$ cat src/rtl/hazard_stage_tracker_if.sv
// Bundle between the decode-stage hazard comparator and the stage tracker.
// master = comparator/decode side, slave = tracker side.
interface hazard_stage_tracker_if #(
   parameter int unsigned CNT_W = 16
);
   // Decode-stage instruction and control requests
   logic [2:0]       id_dst;
   logic             id_regwrt;
   logic [1:0]       id_regsrc;
   logic             id_valid;
   logic             sendNOP;
   logic             flush;
   logic             mem_hold;
   // Registered stage view fed back to the comparator
   logic [2:0]       execute;
   logic [2:0]       memory;
   logic [2:0]       writeback;
   logic             NOPEx;
   logic             NOPMem;
   logic             NOPWB;
   logic             RegWrt_out_ID_EX;
   logic [1:0]       RegSrc_out_ID_EX;
   logic             WRMEM;
   logic             WRWB;
   // Front-end control and diagnostics
   logic             if_id_hold;
   logic             id_squash;
   logic [CNT_W-1:0] stall_cnt;
   logic             stall_err;

   modport master (
      output id_dst, id_regwrt, id_regsrc, id_valid, sendNOP, flush, mem_hold,
      input  execute, memory, writeback, NOPEx, NOPMem, NOPWB,
      input  RegWrt_out_ID_EX, RegSrc_out_ID_EX, WRMEM, WRWB,
      input  if_id_hold, id_squash, stall_cnt, stall_err
   );

   modport slave (
      input  id_dst, id_regwrt, id_regsrc, id_valid, sendNOP, flush, mem_hold,
      output execute, memory, writeback, NOPEx, NOPMem, NOPWB,
      output RegWrt_out_ID_EX, RegSrc_out_ID_EX, WRMEM, WRWB,
      output if_id_hold, id_squash, stall_cnt, stall_err
   );
endinterface

$ cat src/rtl/hazard_stage_tracker.sv
// EX/MEM/WB destination tracker for the decode-stage hazard comparator.
// Applies stall bubbles, branch flushes and memory holds, counts stall
// cycles and flags a stall that lasts MAX_STALL consecutive cycles.
module hazard_stage_tracker #(
   parameter int unsigned CNT_W     = 16,
   parameter int unsigned MAX_STALL = 4
) (
   input logic                  clk,
   input logic                  rst,
   hazard_stage_tracker_if.slave bus
);

   typedef struct packed {
      logic       valid;
      logic [2:0] dst;
      logic       regwrt;
      logic [1:0] regsrc;
   } stage_t;

   typedef enum logic [1:0] {ActHold, ActFlush, ActStall, ActRun} action_t;

   localparam stage_t     Bubble = '0;
   localparam logic [3:0] MaxRun = 4'(MAX_STALL);

   action_t          action;
   stage_t           ex_q, mem_q, wb_q;
   stage_t           ex_d, mem_d, wb_d;
   stage_t           id_entry;
   logic [CNT_W-1:0] cnt_q, cnt_d;
   logic [3:0]       run_q, run_d;
   logic             err_q, err_d;

   // Resolve this cycle's action by priority and drive the front-end controls
   always_comb begin
      action          = ActRun;
      bus.if_id_hold  = 1'b0;
      bus.id_squash   = 1'b0;
      if (bus.mem_hold) begin
         action         = ActHold;
         bus.if_id_hold = 1'b1;
      end else if (bus.flush) begin
         action         = ActFlush;
         bus.id_squash  = 1'b1;
      end else if (!bus.sendNOP) begin
         action         = ActStall;
         bus.if_id_hold = 1'b1;
      end
   end

   // Next-state for the stage registers and the stall counters
   always_comb begin
      id_entry.valid  = bus.id_valid;
      id_entry.dst    = bus.id_dst;
      id_entry.regwrt = bus.id_regwrt & bus.id_valid;
      id_entry.regsrc = bus.id_valid ? bus.id_regsrc : 2'b00;

      ex_d  = ex_q;
      mem_d = mem_q;
      wb_d  = wb_q;
      cnt_d = cnt_q;
      run_d = run_q;

      unique case (action)
         ActHold: ;
         ActFlush: begin
            ex_d  = Bubble;
            mem_d = ex_q;
            wb_d  = mem_q;
            run_d = '0;
         end
         ActStall: begin
            ex_d  = Bubble;
            mem_d = ex_q;
            wb_d  = mem_q;
            cnt_d = (cnt_q == '1) ? cnt_q : cnt_q + 1'b1;
            run_d = (run_q == 4'hF) ? run_q : run_q + 4'd1;
         end
         ActRun: begin
            ex_d  = id_entry;
            mem_d = ex_q;
            wb_d  = mem_q;
            run_d = '0;
         end
         default: ;
      endcase

      // Sticky once the consecutive-stall run reaches the limit
      err_d = err_q | (run_d >= MaxRun);
   end

   // State registers with asynchronous reset
   always_ff @(posedge clk or posedge rst) begin
      if (rst) begin
         ex_q  <= Bubble;
         mem_q <= Bubble;
         wb_q  <= Bubble;
         cnt_q <= '0;
         run_q <= '0;
         err_q <= 1'b0;
      end else begin
         ex_q  <= ex_d;
         mem_q <= mem_d;
         wb_q  <= wb_d;
         cnt_q <= cnt_d;
         run_q <= run_d;
         err_q <= err_d;
      end
   end

   // Outputs are taken directly from registers so the comparator loop stays broken
   assign bus.execute          = ex_q.dst;
   assign bus.memory           = mem_q.dst;
   assign bus.writeback        = wb_q.dst;
   assign bus.NOPEx            = ex_q.valid;
   assign bus.NOPMem           = mem_q.valid;
   assign bus.NOPWB            = wb_q.valid;
   assign bus.RegWrt_out_ID_EX = ex_q.regwrt & ex_q.valid;
   assign bus.RegSrc_out_ID_EX = ex_q.valid ? ex_q.regsrc : 2'b00;
   assign bus.WRMEM            = mem_q.regwrt & mem_q.valid;
   assign bus.WRWB             = wb_q.regwrt & wb_q.valid;
   assign bus.stall_cnt        = cnt_q;
   assign bus.stall_err        = err_q;

endmodule
$ cat src/flat_wrapper.sv
// flat-port wrapper written by rule: the top's interface ports become plain ports
module hazard_stage_tracker_flat 
#(
   parameter int unsigned CNT_W     = 16,
   parameter int unsigned MAX_STALL = 4
)
  (clk, rst, bus_id_dst, bus_id_regwrt, bus_id_regsrc, bus_id_valid, bus_sendNOP, bus_flush, bus_mem_hold, bus_execute, bus_memory, bus_writeback, bus_NOPEx, bus_NOPMem, bus_NOPWB, bus_RegWrt_out_ID_EX, bus_RegSrc_out_ID_EX, bus_WRMEM, bus_WRWB, bus_if_id_hold, bus_id_squash, bus_stall_cnt, bus_stall_err);
  hazard_stage_tracker_if #(.CNT_W(CNT_W)) bus_i ();
  input logic clk;
  input logic rst;
  input wire logic [$bits(bus_i.id_dst)-1:0] bus_id_dst;
  input wire logic [$bits(bus_i.id_regwrt)-1:0] bus_id_regwrt;
  input wire logic [$bits(bus_i.id_regsrc)-1:0] bus_id_regsrc;
  input wire logic [$bits(bus_i.id_valid)-1:0] bus_id_valid;
  input wire logic [$bits(bus_i.sendNOP)-1:0] bus_sendNOP;
  input wire logic [$bits(bus_i.flush)-1:0] bus_flush;
  input wire logic [$bits(bus_i.mem_hold)-1:0] bus_mem_hold;
  output wire logic [$bits(bus_i.execute)-1:0] bus_execute;
  output wire logic [$bits(bus_i.memory)-1:0] bus_memory;
  output wire logic [$bits(bus_i.writeback)-1:0] bus_writeback;
  output wire logic [$bits(bus_i.NOPEx)-1:0] bus_NOPEx;
  output wire logic [$bits(bus_i.NOPMem)-1:0] bus_NOPMem;
  output wire logic [$bits(bus_i.NOPWB)-1:0] bus_NOPWB;
  output wire logic [$bits(bus_i.RegWrt_out_ID_EX)-1:0] bus_RegWrt_out_ID_EX;
  output wire logic [$bits(bus_i.RegSrc_out_ID_EX)-1:0] bus_RegSrc_out_ID_EX;
  output wire logic [$bits(bus_i.WRMEM)-1:0] bus_WRMEM;
  output wire logic [$bits(bus_i.WRWB)-1:0] bus_WRWB;
  output wire logic [$bits(bus_i.if_id_hold)-1:0] bus_if_id_hold;
  output wire logic [$bits(bus_i.id_squash)-1:0] bus_id_squash;
  output wire logic [$bits(bus_i.stall_cnt)-1:0] bus_stall_cnt;
  output wire logic [$bits(bus_i.stall_err)-1:0] bus_stall_err;
  assign bus_i.id_dst = bus_id_dst;
  assign bus_i.id_regwrt = bus_id_regwrt;
  assign bus_i.id_regsrc = bus_id_regsrc;
  assign bus_i.id_valid = bus_id_valid;
  assign bus_i.sendNOP = bus_sendNOP;
  assign bus_i.flush = bus_flush;
  assign bus_i.mem_hold = bus_mem_hold;
  assign bus_execute = bus_i.execute;
  assign bus_memory = bus_i.memory;
  assign bus_writeback = bus_i.writeback;
  assign bus_NOPEx = bus_i.NOPEx;
  assign bus_NOPMem = bus_i.NOPMem;
  assign bus_NOPWB = bus_i.NOPWB;
  assign bus_RegWrt_out_ID_EX = bus_i.RegWrt_out_ID_EX;
  assign bus_RegSrc_out_ID_EX = bus_i.RegSrc_out_ID_EX;
  assign bus_WRMEM = bus_i.WRMEM;
  assign bus_WRWB = bus_i.WRWB;
  assign bus_if_id_hold = bus_i.if_id_hold;
  assign bus_id_squash = bus_i.id_squash;
  assign bus_stall_cnt = bus_i.stall_cnt;
  assign bus_stall_err = bus_i.stall_err;
  hazard_stage_tracker #(.CNT_W(CNT_W), .MAX_STALL(MAX_STALL)) u_core (.clk(clk), .rst(rst), .bus(bus_i));
endmodule
$ cat config.mk
export PLATFORM = sky130hd
export DESIGN_NAME = hazard_stage_tracker_flat
export DESIGN_NICKNAME = d
export VERILOG_FILES = /design/src/rtl/hazard_stage_tracker_if.sv /design/src/rtl/hazard_stage_tracker.sv /design/src/flat_wrapper.sv
export SDC_FILE = /design/constraint.sdc
export NUM_CORES = 1
export LEC_CHECK = 0
export CAP_MARGIN = 15
export CORE_MARGIN = 3
export CORE_UTILIZATION = 40
export CTS_CLUSTER_SIZE = 8
export DETAILED_ROUTE_END_ITERATION = 16
export PLACE_DENSITY = 0.68
export REMOVE_ABC_BUFFERS = 1
export SLEW_MARGIN = 10
export SYNTH_ARGS = -nofsm -noshare
export SYNTH_HDL_FRONTEND = slang
export SYNTH_SLANG_ARGS = --single-unit
$ cat constraint.sdc
create_clock -name clk -period 2.05 [get_ports clk]
set_clock_uncertainty 0.1 [all_clocks]
set_input_delay 0.41 -clock clk [delete_from_list [all_inputs] [get_ports clk]]
set_output_delay 0.41 -clock clk [all_outputs]
set_load 0.01 [all_outputs]
==> results.py, run 1 <==
metrics = {
    "worst_setup_path": {
        "r2r_cells": 5,
        "critPathKind": "register to register",
        "arrival_ns": 1.98,
        "worstSetupEndpointType": "register",
        "path_cells": "ha_1 > nand3_1 > nor4_2 > nor2_1 > mux2_1",
        "worst_path_largest_cell_delay_ns": 0.42,
        "timing.rr.start": "u_core.bus.stall_cnt[1]",
        "worstSetupStartpoint": "u_core.bus.stall_cnt[1]",
        "critPathSlowestCell": "dfrtp_1",
        "r2r_end": "u_core.bus.stall_cnt[1]",
        "crit_end": "u_core.bus.stall_cnt[1]",
        "crit_required_ns": 2.12,
        "r2r_slack_ns": 0.14,
        "cp_max_fo": 6,
        "worstSetupStartpointType": "register",
    },
    "finish": {
        "final_nets": 238,
        "finalCoreUtilization": 0.564,
        "drive_gt1_frac": 0.164,
        "area_growth_syn_to_layout_pct": 34.4,
        "diodes": 0,
    },
    "routing": {
        "dr.pass1.iters": 4,
        "drt-initial-drc-count": 136,
        "ant_nets": 0,
        "num_vias": 1421,
        "via_per_inst": 5.13,
        "wire_per_inst_um": 14.1,
        "totalWireLength_mm": 3.92,
        "drc": 0,
    },
    "synth": {
        "syn_inst": 171,
        "ys_warn_count": 0,
        "synth_common_cells": "38 x dfrtp_1, 22 x nand2_1, 11 x mux2_2",
        "synth_edf_count": 0,
        "yosysMostFrequentCell": "dfrtp_1",
        "ys_seq_area_frac": 0.513,
        "ys_ff_latch": 38,
        "syn_avg_cell_area_um2": 10.8,
        "yosysTopAreaCell": "dfrtp_1",
        "synth_top_cell_area_share": 0.513,
        "async_reset_ff_frac": 1.00,
        "synthFlopType": "dfrtp_1",
        "synth_cell_types": 35,
        "syn_area_um2": 1850,
        "ys_top_cells_by_area": "dfrtp_1 51%, mux2_2 6.7%, nand2_1 4.5%, buf_4 3.6%, xor2_1 2.8%",
    },
    "floorplanning": {
        "ios": 48,
        "die_w_um": 74.1,
        "dieArea_um2": 5480,
        "rows": 24,
        "initial_utilization": 0.420,
        "coreArea_um2": 4410,
        "die_h_um": 74.1,
    },
    "sta": {
        "slew-limit-headroom": 0.679,
        "fmax_ghz": 0.524,
        "final_max_slew_viol_count": 0,
        "rsz0062_at_grt": "no",
        "worst_pin_slew_ns": 0.481,
        "finalCriticalPeriod_ns": 1.91,
        "hold_viol_final": 0,
        "fin_crit_sh": 0.932,
        "setup_viol": 0,
    },
    "pwr": {
        "power.density_nw_per_um2": 790,
        "total_power_mw": 1.97,
        "ir_drop_uv": 452,
        "p_leak_nw": 1.10,
    },
    "placed_design": {
        "port_buffers": 47,
        "gp_congestion": 0.746,
        "dp.final_hpwl_mm": 2.82,
    },
    "run": {
        "max_cap_viol_count": 0,
    },
    "clock_network": {
        "clock_sinks": 38,
        "cts_buffer_depth": 2,
        "clock_latency_ns": 0.29,
        "cts_made_buffers": 5,
        "cts-root-buf": "clkbuf_8",
        "htreeDepth": 2,
        "cts_tree": "built",
        "path_clk_slew_ns": 0.07,
    },
    "grt": {
        "grt_max_degree": 39,
        "grt_pass1_wl_mm": 6.63,
        "grt_usage": 0.158,
        "grt_pass1_vias": 1412,
        "antenna_found_initial": 0,
        "overflow": 0,
    },
    "min_path": {
        "min_path_type": "register to register",
    },
    "outcome": {
        "status": "finished, final reports clean",
    },
}
-- logic make-up after synthesis --
family / synth area share
buffers and inverters: 0.0527
flip-flops: 0.513
XOR/XNOR: 0.0520
AND/OR/NAND/NOR: 0.214
adder cells (fa/ha/maj): 0.0135
AO/OA/AOI/OAI: 0.0675
multiplexers: 0.0871
-- how the worst min path moves through the flow --
stage	start	endpoint	depth (start not counted)
finish	u_core.bus.stall_err	u_core.bus.stall_err	1
global route	u_core.bus.writeback[0]	u_core.bus.writeback[0]	1
global placement	u_core.bus.stall_err	u_core.bus.stall_err	1
CTS	u_core.bus.stall_err	u_core.bus.stall_err	1
floorplan	u_core.ex_q[0]	u_core.ex_q[0]	2
detailed placement	u_core.bus.stall_err	u_core.bus.stall_err	1
-- state kept, by name, summed over array words and instances, names as in the netlist, named ones only --
register              flops
u_core.bus.stall_err      1
u_core.mem_q              1
u_core.bus.NOPMem         1
u_core.run_q              2
u_core.bus.NOPWB          1
u_core.bus.stall_cnt     16
u_core.bus.NOPEx          1
u_core.bus.memory         3
u_core.ex_q               3
u_core.bus.execute        3
u_core.wb_q               1
u_core.bus.writeback      3
-- metal layers --
layer / share of wire / vias up / track usage
met5: 0 / - / 0
li1: - / 700 / -
met4: 0.011 / 0 / 0.0503
met3: 0.075 / 5 / 0.0541
met2: 0.43 / 51 / 0.234
met1: 0.48 / 665 / 0.218
-- critical path: cells and delay by family, from the launching register on --
family | cells | cell delay (ns)
flops | 1 | 0.42
fa+ha+maj | 1 | 0.23
mux | 1 | 0.32
simple gates | 3 | 0.72
-- area by class of cell --
class                      count  area, um2
tap                           52       65.1
sequential                    38        951
timing repair buffer          58        551
fill                         377       1920
clock buffer                   5       68.8
clock inverter                 3       40.0
multi-input combinational    118        805
inverter                       3       11.3
-- repair_timing --
| item | in CTS | in global routing |
|---|---|---|
| setup buffers | 0 | 0 |
| endpoints found under the setup margin | 2 | 0 |
| resized for setup | 2 | 0 |
| hold buffers | 0 | 0 |
-- layout by cell type, fill, tap and decap left out, types with 2 or more instances in the layout --
master           count
a21oi_1              4
and2_1               6
and3_1               4
and4_1               2
buf_4               11
clkbuf_8             5
clkdlybuf4s50_1     45
clkinv_2             2
dfrtp_1             38
dlygate4sd2_1        2
ha_1                 2
inv_1                3
mux2_1               2
mux2_2              11
nand2_1             22
nand3_1             10
nand4_1              7
nor2_1               6
nor2b_1              2
nor3_1               4
nor4_2               2
o21ai_0              6
o21ai_1              3
o311ai_1             2
or3_1                2
xnor2_1              5
xor2_1               6
-- metrics by stage --
| step | std cells | setup TNS, ns | cell area [um2] | worst slack, ns | hold WS [ns] |
|---|---|---|---|---|---|
| final | 277 | 0 | 2490 | 0.140 | 0.368 |
| after CTS | 277 | 0 | 2490 | 0.125 | 0.375 |
| after floorplan | 159 | 0 | 1770 | 0.271 | 0.350 |
| after detailed placement | 269 | -0.438 | 2380 | -0.133 | 0.356 |
| after global routing | 277 | 0 | 2490 | 0.00368 | 0.413 |
| after global placement | 269 | -0.366 | 2380 | -0.115 | 0.354 |
-- power by group --
| group | switching [mW] | internal [mW] | total (mW) | leakage (nW) |
|---|---|---|---|---|
| logic | 0.193 | 0.250 | 0.443 | 0.528 |
| registers | 0.0786 | 0.830 | 0.909 | 0.511 |
| clock network | 0.260 | 0.358 | 0.618 | 0.0579 |
| total | 0.531 | 1.44 | 1.97 | 1.10 |
Power figures use the tool's default switching activity.
==> run 2, diff against run 1 <==
CAP_MARGIN = not set   (was 15)
CORE_UTILIZATION = 48   (was 40)
PLACE_DENSITY = 0.79   (was 0.68)
==> run 2 against run 1 <==
Compared with the run above: largest cell class unchanged; highest routed layer unchanged; critical endpoint is now bus_if_id_hold; clock-buffer cell count up 1; sequential share of layout area rose by 0.33 points; largest power group unchanged; global-route usage increased by 2.7 points; register-to-register slack lost 0.03 ns; core utilization is 14 points higher; via count increased by 4.2%; critical path depth decreased by 1; die area down 15%; clock power shrank 16%; sequential power is 2.9% higher.
==> results.py, run 2 (synthesis results as in run 1) <==
metrics = {
    "outcome": {
        "status": "finished, final reports clean",
    },
    "routing": {
        "dr.pass1.iters": 4,
        "via_per_inst": 5.46,
        "wire_per_inst_um": 14.2,
        "totalWireLength_mm": 3.86,
        "ant_nets": 0,
        "num_vias": 1481,
        "drc": 0,
        "drt-initial-drc-count": 81,
    },
    "min_path": {
        "min_path_cells": 1,
        "min_path_type": "register to register",
    },
    "finish": {
        "area_growth_syn_to_layout_pct": 33.3,
        "final_common_cell": "clkdlybuf4s50_1",
        "largest_reg_flops": 16,
        "design_area_um2": 2470,
        "final_cell_mix": "45 x clkdlybuf4s50_1, 38 x dfrtp_1, 22 x nand2_1",
        "final_nets": 238,
        "fill_cells": 268,
        "diodes": 0,
        "finalCoreUtilization": 0.701,
        "drive_gt1_frac": 0.164,
        "layout.cells.non_filler": 271,
    },
    "clock_network": {
        "cts_buffer_depth": 2,
        "hold_buffers": 0,
        "cts_tree": "built",
        "htreeDepth": 2,
        "clock_sinks": 38,
        "clock_latency_ns": 0.28,
        "cts_made_buffers": 5,
        "path_clk_slew_ns": 0.07,
        "cts-root-buf": "clkbuf_8",
    },
    "pwr": {
        "combPwrFrac": 0.212,
        "power.density_nw_per_um2": 746,
        "p_int_mw": 1.33,
        "p_seq_frac": 0.507,
        "total_power_mw": 1.84,
        "p_switching_mw": 0.516,
        "clkPwrFrac": 0.281,
        "p_leak_nw": 1.09,
        "ir_drop_uv": 632,
        "swShare": 0.280,
    },
    "sta": {
        "rsz0062_at_grt": "no",
        "worst_pin_slew_ns": 0.462,
        "setup_viol": 0,
        "finalCriticalPeriod_ns": 1.96,
        "hold_ws_ns": 0.378,
        "slew-limit-headroom": 0.692,
        "fmax_ghz": 0.509,
        "final_max_slew_viol_count": 0,
        "setup_tns_ns": 0,
        "hold_viol_final": 0,
        "setup_slack_ns": 0.0866,
        "fin_crit_sh": 0.958,
    },
    "floorplanning": {
        "initial_utilization": 0.526,
        "die_h_um": 68.1,
        "ios": 48,
        "rows": 21,
        "coreArea_um2": 3520,
        "die_w_um": 68.1,
        "dieArea_um2": 4640,
    },
    "worst_setup_path": {
        "cp_top_family": "buffers and inverters",
        "worstSetupStartpointType": "input port",
        "r2r_cells": 5,
        "timing.rr.start": "u_core.bus.stall_cnt[0]",
        "crit_end": "bus_if_id_hold",
        "crit_required_ns": 1.54,
        "r2r_slack_ns": 0.11,
        "worstSetupEndpointType": "primary output",
        "arrival_ns": 1.45,
        "cp.depth": 4,
        "path_cells": "clkdlybuf4s50_1 > inv_1 > o21ai_0 > dlygate4sd2_1",
        "worstSetupStartpoint": "bus_mem_hold",
        "critPathSlowestCell": "clkdlybuf4s50_1",
        "worst_path_largest_cell_delay_ns": 0.58,
        "r2r_end": "u_core.bus.stall_cnt[1]",
        "critPathBufInv": 3,
        "cp_max_fo": 6,
        "critPathKind": "input port to primary output",
    },
    "grt": {
        "overflow": 0,
        "antenna_found_initial": 0,
        "grt_usage": 0.185,
        "grt_pass1_wl_mm": 6.41,
        "grt_pass1_vias": 1439,
        "grt_max_degree": 39,
    },
    "placed_design": {
        "post_dp_cell_area_um2": 2380,
        "dp.final_hpwl_mm": 2.88,
        "gp_congestion": 0.788,
        "port_buffers": 47,
        "dp.cells": 263,
        "pre_cts_slack_ns": -0.213,
    },
    "run": {
        "max_cap_viol_count": 0,
    },
}
## run 2: changes by cell type in the layout (fill, tap and decap cells not counted), sizes merged
| cell | change |
|---|---|
| clkinvlp | +1 |
| clkbuf | +1 |
| clkinv | -1 |
| bufinv | -1 |
## run 2: what timing repair did
action                                  CTS  global route
endpoints found under the hold margin     0             0
endpoints found under the setup margin    2             0
setup buffers                             0             0
gates resized for setup                   2             0
## run 2: power groups by stage
stage / clock (mW) / combinational [mW] / sequential (mW)
after global placement: 0 / 0.385 / 0.939
after floorplan: 0 / 0.129 / 0.962
final: 0.518 / 0.390 / 0.935
after detailed placement: 0 / 0.396 / 0.945
after global routing: 0.572 / 0.427 / 0.950
after CTS: 0.534 / 0.397 / 0.933
## run 2: worst register-to-register path, stage by stage, from the launching register on
cell     delay [ns]
dfrtp_1        0.43
ha_1           0.25
nand3_1        0.22
nor4_2         0.40
nor2_1         0.11
mux2_1         0.32
## run 2: final cells by class
cell class | count | area (um2) | share of cell area
Clock buffer | 6 | 82.6 | 0.0334
Clock inverter | 2 | 12.5 | 0.00507
Inverter | 3 | 11.3 | 0.00456
Multi-Input combinational cell | 118 | 805 | 0.326
Sequential cell | 38 | 951 | 0.385
Tap cell | 46 | 57.6 | 0.0233
Timing Repair Buffer | 58 | 551 | 0.223
## run 2: worst min-delay path by stage
stage | startpoint | endpoint | slack, ns
floorplan | u_core.ex_q[0] | u_core.ex_q[0] | 0.35
global placement | u_core.bus.stall_err | u_core.bus.stall_err | 0.35
detailed placement | u_core.bus.stall_err | u_core.bus.stall_err | 0.36
CTS | u_core.bus.stall_err | u_core.bus.stall_err | 0.38
global route | u_core.bus.stall_err | u_core.bus.stall_err | 0.42
finish | u_core.bus.stall_err | u_core.bus.stall_err | 0.38
## run 2: metal layers
metal | track usage | part of all wire | vias to the layer above
met2 | 0.315 | 0.51 | 41
li1 | - | - | 705
met5 | 0 | 0 | -
met1 | 0.221 | 0.42 | 728
met4 | 0.0794 | 0.021 | 0
met3 | 0.0460 | 0.051 | 7
==> run 3, diff against run 2 <==
CORE_MARGIN = 1   (was 3)
==> run 3 against run 2 <==
Compared with the run above: first-iteration DRC count is 26% lower; sequential power hardly changed; clock power is 22% higher; highest routed layer unchanged; largest power group unchanged; combinational power is 1% higher.
==> results.py, run 3 (synthesis results as in run 1) <==
metrics = {
    "min_path": {
        "hold_path.startpoint": "u_core.bus.stall_err",
        "min_path_type": "register to register",
        "min_path_cells": 1,
        "hold_end": "u_core.bus.stall_err",
    },
    "pwr": {
        "combPwrFrac": 0.201,
        "total_power_mw": 1.96,
        "power.density_nw_per_um2": 787,
        "p_seq_frac": 0.477,
        "p_leak_nw": 1.10,
        "clkPwrFrac": 0.323,
        "swShare": 0.278,
        "p_switching_mw": 0.546,
        "ir_drop_uv": 622,
        "p_int_mw": 1.42,
    },
    "outcome": {
        "status": "finished, final reports clean",
    },
    "placed_design": {
        "dp.cells": 264,
        "post_dp_cell_area_um2": 2370,
        "port_buffers": 47,
        "gp_congestion": 0.849,
        "dp.final_hpwl_mm": 2.73,
        "pre_cts_slack_ns": -0.205,
    },
    "floorplanning": {
        "coreArea_um2": 3690,
        "dieArea_um2": 4110,
        "die_h_um": 64.1,
        "rows": 22,
        "die_w_um": 64.1,
        "ios": 48,
        "initial_utilization": 0.502,
    },
    "sta": {
        "fmax_ghz": 0.507,
        "slew-limit-headroom": 0.687,
        "worst_pin_slew_ns": 0.470,
        "hold_ws_ns": 0.382,
        "hold_viol_final": 0,
        "fin_crit_sh": 0.963,
        "final_max_slew_viol_count": 0,
        "setup_tns_ns": 0,
        "rsz0062_at_grt": "no",
        "finalCriticalPeriod_ns": 1.97,
        "setup_slack_ns": 0.0762,
        "setup_viol": 0,
    },
    "routing": {
        "ant_nets": 0,
        "drt-initial-drc-count": 60,
        "totalWireLength_mm": 3.81,
        "dr.pass1.iters": 4,
        "num_vias": 1461,
        "via_per_inst": 5.37,
        "wire_per_inst_um": 14.0,
        "drc": 0,
    },
    "clock_network": {
        "clock_latency_ns": 0.30,
        "cts_buffer_depth": 2,
        "cts_setup_buffers": 0,
        "cts_resized": 3,
        "cts-root-buf": "clkbuf_8",
        "cts_made_buffers": 5,
        "cts_tree": "built",
        "hold_buffers": 0,
        "clock_sinks": 38,
        "path_clk_slew_ns": 0.07,
        "htreeDepth": 2,
    },
    "worst_setup_path": {
        "critPathKind": "input port to primary output",
        "r2r_cells": 4,
        "worstSetupEndpointType": "primary output",
        "r2r_end": "u_core.bus.stall_cnt[15]",
        "timing.rr.start": "u_core.bus.stall_cnt[5]",
        "r2r_slack_ns": 0.15,
        "arrival_ns": 1.46,
        "cp_max_fo": 7,
        "worstSetupStartpointType": "input port",
        "crit_required_ns": 1.54,
    },
    "finish": {
        "layout.cells.non_filler": 272,
        "design_area_um2": 2500,
        "fill_cells": 304,
        "final_common_cell": "clkdlybuf4s50_1",
        "drive_gt1_frac": 0.165,
        "final_nets": 237,
        "diodes": 0,
        "register_area_um2": 951,
        "area_growth_syn_to_layout_pct": 34.7,
        "largest_reg_flops": 16,
        "final_cell_mix": "44 x clkdlybuf4s50_1, 38 x dfrtp_1, 22 x nand2_1",
        "finalCoreUtilization": 0.677,
        "multi_input_area_um2": 818,
    },
    "grt": {
        "antenna_found_initial": 0,
        "grt_usage": 0.211,
        "grt_pass1_vias": 1508,
        "grt_max_degree": 39,
        "grt_pass1_wl_mm": 6.67,
        "overflow": 0,
    },
    "run": {
        "max_cap_viol_count": 0,
    },
}
==> run 3: cell type report <==
cell class / instances / share of cell area
clock buffer: 5 / 0.0276
tap: 48 / 0.0241
multi-input combinational: 118 / 0.328
inverter: 3 / 0.00451
clock inverter: 3 / 0.0180
sequential: 38 / 0.381
timing repair buffer: 57 / 0.217
==> run 3: power by group through the flow <==
stage                     Combinational (mW)  Sequential (mW)  Clock (mW)
after detailed placement               0.393            0.945           0
after global placement                 0.384            0.937           0
final                                  0.394            0.936       0.634
after global routing                   0.429            0.958       0.681
after CTS                              0.394            0.932       0.652
after floorplan                        0.129            0.962           0
==> run 3: worst max path at each step <==
stage / endpoint / slack, ns / from / depth (start not counted)
global placement: bus_id_squash / -0.20 / bus_flush / 3
global route: bus_id_squash / 0.004 / bus_flush / 3
CTS: bus_id_squash / 0.06 / bus_flush / 3
finish: bus_id_squash / 0.08 / bus_flush / 3
floorplan: u_core.bus.stall_cnt[1] / 0.27 / u_core.bus.stall_cnt[0] / 5
detailed placement: bus_id_squash / -0.20 / bus_flush / 3
==> run 3: worst max-delay path: stages <==
cell             delay (ns)
dlygate4sd2_1          0.33
nor2b_1                0.18
clkdlybuf4s50_1        0.55
==> run 3: per-layer routing <==
metal / GRT usage / vias to the layer above / wire length [um]
met2: 0.360 / 58 / 1830
met4: 0.0667 / 0 / 53
met3: 0.0571 / 5 / 238
met1: 0.258 / 698 / 1690
li1: - / 700 / -
met5: 0 / - / 0
